<file path="src/rtl/axil_dma_pkg.sv">
// Types and helpers shared by the AXI-Lite DMA arbitration blocks.
package axil_dma_pkg;

    typedef enum logic [1:0] {
        IDLE  = 2'd0,
        ISSUE = 2'd1,
        WAIT  = 2'd2,
        DONE  = 2'd3
    } wr_arb_state_t;

    // Index width that never collapses to zero bits.
    function automatic int clog2_min1(input int n);
        return (n <= 2) ? 1 : $clog2(n);
    endfunction

endpackage

</file>
<file path="src/rtl/axil_rr_pick.sv">
// Combinational round-robin winner search, starting one past the last grant.
module axil_rr_pick
    import axil_dma_pkg::*;
#(
    parameter int NUM_REQ     = 2,
    parameter int GRANT_WIDTH = clog2_min1(NUM_REQ)
) (
    input  logic [NUM_REQ-1:0]     i_req,
    input  logic [GRANT_WIDTH-1:0] i_last,
    output logic                   o_any_req,
    output logic [GRANT_WIDTH-1:0] o_winner
);

    logic                   w_found;
    logic [GRANT_WIDTH-1:0] w_idx;

    assign o_any_req = |i_req;

    always_comb begin
        w_found  = 1'b0;
        w_idx    = '0;
        o_winner = '0;
        // Offsets 1..NUM_REQ visit every requester once, the last winner last.
        for (int i = 1; i <= NUM_REQ; i++) begin
            w_idx = GRANT_WIDTH'((int'(i_last) + i) % NUM_REQ);
            if (!w_found && i_req[w_idx]) begin
                w_found  = 1'b1;
                o_winner = w_idx;
            end
        end
    end

endmodule

</file>
<file path="src/rtl/axil_wr_arb.sv">
// Round-robin arbiter sharing one AXI-Lite write channel among NUM_REQ requesters;
// the granted payload is captured in IDLE and held until the transaction closes.
module axil_wr_arb
    import axil_dma_pkg::*;
#(
    parameter int NUM_REQ     = 2,
    parameter int ADDR_WIDTH  = 16,
    parameter int DATA_WIDTH  = 64,
    parameter int STRB_WIDTH  = DATA_WIDTH / 8,
    parameter int GRANT_WIDTH = clog2_min1(NUM_REQ)
) (
    input  logic                             aclk,
    input  logic                             anreset,
    input  logic                             aenable,
    input  logic [NUM_REQ-1:0]               i_req_valid,
    input  logic [NUM_REQ*STRB_WIDTH-1:0]    i_req_strb,
    input  logic [NUM_REQ*DATA_WIDTH-1:0]    i_req_data,
    input  logic [NUM_REQ*ADDR_WIDTH-1:0]    i_req_addr,
    output logic [NUM_REQ-1:0]               o_req_ready,
    output logic                             o_wr_valid,
    output logic [STRB_WIDTH-1:0]            o_wr_strb,
    output logic [DATA_WIDTH-1:0]            o_wr_data,
    output logic [ADDR_WIDTH-1:0]            o_wr_addr,
    input  logic                             i_wr_ready,
    output logic [GRANT_WIDTH-1:0]           o_grant,
    output logic                             o_busy
);

    wr_arb_state_t          r_state;
    logic [GRANT_WIDTH-1:0] r_last_grant;
    logic [GRANT_WIDTH-1:0] r_grant;
    logic                   r_wr_valid;
    logic [NUM_REQ-1:0]     r_req_ready;
    logic                   r_busy;
    logic [STRB_WIDTH-1:0]  r_wr_strb;
    logic [DATA_WIDTH-1:0]  r_wr_data;
    logic [ADDR_WIDTH-1:0]  r_wr_addr;

    logic                   w_any_req;
    logic [GRANT_WIDTH-1:0] w_winner;
    logic [STRB_WIDTH-1:0]  w_win_strb;
    logic [DATA_WIDTH-1:0]  w_win_data;
    logic [ADDR_WIDTH-1:0]  w_win_addr;
    logic [NUM_REQ-1:0]     w_grant_onehot;

    axil_rr_pick #(
        .NUM_REQ     (NUM_REQ),
        .GRANT_WIDTH (GRANT_WIDTH)
    ) u_pick (
        .i_req     (i_req_valid),
        .i_last    (r_last_grant),
        .o_any_req (w_any_req),
        .o_winner  (w_winner)
    );

    assign w_win_strb     = i_req_strb[int'(w_winner)*STRB_WIDTH +: STRB_WIDTH];
    assign w_win_data     = i_req_data[int'(w_winner)*DATA_WIDTH +: DATA_WIDTH];
    assign w_win_addr     = i_req_addr[int'(w_winner)*ADDR_WIDTH +: ADDR_WIDTH];
    assign w_grant_onehot = NUM_REQ'(1) << r_grant;

    always_ff @(posedge aclk or negedge anreset) begin
        if (!anreset) begin
            r_state      <= IDLE;
            r_last_grant <= GRANT_WIDTH'(NUM_REQ - 1);
            r_grant      <= '0;
            r_wr_valid   <= 1'b0;
            r_req_ready  <= '0;
            r_busy       <= 1'b0;
            r_wr_strb    <= '0;
            r_wr_data    <= '0;
            r_wr_addr    <= '0;
        end else if (aenable) begin
            case (r_state)
                IDLE: begin
                    if (w_any_req) begin
                        r_state      <= ISSUE;
                        r_grant      <= w_winner;
                        r_last_grant <= w_winner;
                        r_wr_strb    <= w_win_strb;
                        r_wr_data    <= w_win_data;
                        r_wr_addr    <= w_win_addr;
                        r_wr_valid   <= 1'b1;
                        r_busy       <= 1'b1;
                    end
                end
                ISSUE: begin
                    r_state    <= WAIT;
                    r_wr_valid <= 1'b0;
                end
                WAIT: begin
                    // The write channel re-samples the payload here, so nothing else moves.
                    if (i_wr_ready) begin
                        r_state     <= DONE;
                        r_req_ready <= w_grant_onehot;
                    end
                end
                DONE: begin
                    r_state     <= IDLE;
                    r_req_ready <= '0;
                    r_busy      <= 1'b0;
                end
                default: begin
                    r_state <= IDLE;
                end
            endcase
        end
    end

    assign o_req_ready = r_req_ready;
    assign o_wr_valid  = r_wr_valid;
    assign o_wr_strb   = r_wr_strb;
    assign o_wr_data   = r_wr_data;
    assign o_wr_addr   = r_wr_addr;
    assign o_grant     = r_grant;
    assign o_busy      = r_busy;

endmodule
</file>
<file path="config.mk">
export PLATFORM = sky130hd
export DESIGN_NAME = axil_wr_arb
export DESIGN_NICKNAME = d
export VERILOG_FILES = /design/src/rtl/axil_dma_pkg.sv /design/src/rtl/axil_rr_pick.sv /design/src/rtl/axil_wr_arb.sv
export SDC_FILE = /design/constraint.sdc
export NUM_CORES = 1
export LEC_CHECK = 0
export ABC_CLOCK_PERIOD_IN_PS = 3890
export BUFFER_PORTS_ARGS = -buffer_cell sky130_fd_sc_hd__buf_2
export CORE_AREA = 2 2 107 109
export DETAILED_ROUTE_END_ITERATION = 6
export DIE_AREA = 0 0 109 111
export HOLD_SLACK_MARGIN = 0.05
export PLACE_DENSITY = 0.76
export SYNTH_ARGS = -nofsm -noshare
export SYNTH_HDL_FRONTEND = slang
export SYNTH_SLANG_ARGS = --single-unit
</file>
<file path="constraint.sdc">
create_clock -name aclk -period 3.89 [get_ports aclk]
set_input_delay 0.389 -clock aclk [delete_from_list [all_inputs] [get_ports aclk]]
set_output_delay 0.389 -clock aclk [all_outputs]
set_load 0.05 [all_outputs]
</file>
==> impl_metrics.yaml <==
power_and_ir_drop:
  total_leakage_power_nw: 3.148
  ir_worst_vdd_uv: 545.5
  power.density_nw_per_um2: 983.8
die:
  die_width_um: 109
  die-height_um: 111
  design.die.area_um2: 12100
  start_util_pct: 39.85
  io_pins: 275
  core-area_um2: 11080
  core.rowCount: 39
synth:
  synth_top_family_by_area: "compound AO/OA/AOI/OAI gates"
  yosysWarningCount: 0
  yosys.cell_types.count: 25
  syn_inst: 521
  ys_ff_latch: 96
  mappedNetlistNets: 709
  synthXorXnorAreaFrac_pct: 0
  basic_gate_share_of_the_synthesized_area_counting_and_or_nand_and_nor_cells_pct: 16.16
  syn_area_per_cell_um2: 8.473
  synth_enable_flop_cells: 0
  synth_compound_gate_area_share_pct: 21.71
  cell_area_after_synthesis_um2: 4414
  synth-main-ff-cell: "dfrtp_1"
  async_flop_share_pct: 100.0
  seq_area_frac_synth_pct: 54.45
  synthAdderAreaFrac_pct: 1.701
  synth.area.mux_share_pct: 1.020
clock_network:
  clkTransAtPathRegs_ns: 0.07
  htree_num_levels: 3
  cts_sinks: 96
  clk-insertion-delay-late_ns: 0.33
  cts_tree: "built"
  cts-root-to-sink-buffers: 2
  tritoncts.num_buffers: 9
  post_cts_resize_count: 0
  clock-root-buffer: "clkbuf_16"
  cts-hold-fix-buffers: 1
  postCtsSetupBuffers: 0
setup_path:
  worst_path_largest_cell_delay_ns: 0.87
  cp_max_fo: 90
  critical_path.endpoint_type: "flop"
  cp_top_family: "compound AO/OA/AOI/OAI gates"
  arrival_ns: 2.32
  timing.setup.critical_path_class: "reg2reg"
  critical_path_buf_inv_count: 1
  worstPathCellList: "inv_1, ha_1, o211a_4, nor2_1, a21oi_1"
  setup.worst_path.start_class: "flop"
  cp_data_required_time_ns: 4.14
  critPathSlowestCell: "o211a_4"
sta:
  max_freq_mhz: 483.3
  worst_slack_ns: 1.821
  finalClockSkew_ns: 0.005170
  worst_slew_margin_rel_pct: 30.09
  min_period_over_period_pct: 53.19
  setup_viol: 0
  final-hold-violation-count: 0
  actual_transition_at_the_worst_max_transition_pin_ns: 1.049
  count_of_pins_over_their_slew_limit: 0
  setup-tns-final_ns: 0
  rsz0062_at_grt: "no"
  period_minus_slack_ns: 2.069
layout:
  fillerInstances: 1021
  multi_input_comb_area_um2: 1807
  ff_latch_area_um2: 2404
  share_of_cells_above_drive_strength_1_pct: 38.64
  layout-area-overhead-vs-synth_pct: 39.43
  finalNetCount: 963
route:
  drc: 0
  route.vias.total: 4634
  avgRoutedWirePerCell_um: 14.33
  drt_wl_total_um: 13220
  route.detailed.vias_per_inst: 5.021
  dr.first_iter.drc_count: 383
  drtAntennaViolNets: 0
  dr.pass1.iters: 4
place:
  dpl.hpwl_um: 9176
  port_buffers: 274
  dp_worst_setup_slack_ns: 1.828
  placer_s_final_routability_congestion_estimate: 0.8053
global_route:
  global_route.overflow_total: 0
  maximum_number_of_pins_on_one_net_before_global_route_repair: 91
  wire_length_of_the_first_global_routing_pass_um: 21110
  number_of_global_route_vias_before_repair: 4373
  globalRouteTotalUtil_pct: 21.82
  antenna_found_initial: 1
worst_hold_path:
  hold_path.class: "in2reg"
run_status:
  outcome: "complete, no violations"
job:
  drv.max_cap_violation_count: 0
-- synthesized netlist by cell type, types with 2 or more instances --
library cell	n	area share, %
buf_2	34	3.9
mux2_2	3	0.77
dfrtp_1	95	54
inv_1	3	0.26
a21oi_1	177	20
ha_1	6	1.7
clkbuf_1	2	0.17
nand2_1	92	7.8
buf_6	2	0.51
nor2_1	91	7.7
o21ai_0	2	0.23
-- metrics by stage --
step / area [um2] / hold WS [ns] / utilization (%) / instances / power, W
after detailed placement: 5839 / 0.4055 / 52.72 / 906 / 0.005162
after floorplan: 4414 / 0.09341 / - / 521 / 0.004316
after CTS: 6152 / 0.2677 / 55.54 / 922 / 0.006097
final: 6155 / 0.2817 / 55.56 / 923 / 0.006055
after global routing: 6155 / 0.2770 / 55.56 / 923 / 0.006403
after global placement: 5839 / 0.4035 / 52.72 / 906 / 0.005108
-- where the power goes --
group	internal, W	switching [W]
combinational	0.000789	0.00257
sequential	0.00150	0.000271
clock	0.000558	0.000360
total	0.00285	0.00320
-- worst min-delay path, delay by kind of cell --
kind | cells | cell delay (ns)
buffers and inverters | 1 | 0.09
AOI/OAI and AO/OA | 1 | 0.05
and+or+nand+nor | 1 | 0.04
-- layer usage --
layer	track usage, %	wire length [um]	up-vias
li1	-	-	2243
met1	27.23	5409	2166
met2	37.10	6489	203
met3	3.998	1017	22
met4	8.205	306	0
met5	0	0	-
-- cells by family (layout without fill, tap and decap cells) --
| group | count (synthesis) | in the layout |
|---|---|---|
| simple gates | 187 | 187 |
| compound gates | 186 | 186 |
| flops | 96 | 96 |
| buf+inv | 42 | 300 |
| fa+ha+maj | 6 | 6 |
| mux | 4 | 4 |
| other cells | 0 | 1 |
-- final timing paths --
check,from,to,slack [ns],depth (start not counted)
min,i_req_data[2],o_wr_data[2],0.28,3
max in group asynchronous,anreset,o_wr_strb[6],2.42,3
max,r_state[0],o_wr_data[1],1.82,5
max reg2reg,r_state[0],o_wr_data[1],1.82,5
min reg2reg,r_last_grant,r_last_grant,0.51,2
min in group asynchronous,anreset,o_wr_data[60],0.58,2
-- area by class of cell --
class	count	area share (%)
clock buffer	11	3.781
antenna	1	0.04066
multi-input combinational	383	29.36
clock inverter	4	1.138
inverter	3	0.1830
tap	143	2.907
timing repair buffer	282	23.54
sequential	96	39.05
-- registers in the layout (all words and copies together) (netlist names) --
| signal | count |
|---|---|
| o_wr_strb | 8 |
| o_wr_valid | 1 |
| o_grant | 1 |
| o_busy | 1 |
| r_last_grant | 1 |
| r_state | 2 |
| o_wr_data | 64 |
| o_req_ready | 2 |
| o_wr_addr | 16 |
-- cell usage in the layout, fill, tap and decap left out, types with 3 or more instances in the layout --
cell type  instances
a21oi_1          177
buf_2            273
buf_4              7
clkbuf_16          9
dfrtp_1           95
ha_1               6
inv_1              3
mux2_2             3
nand2_1           92
nor2_1            91
Note: power is estimated with default switching activity, not from simulation.
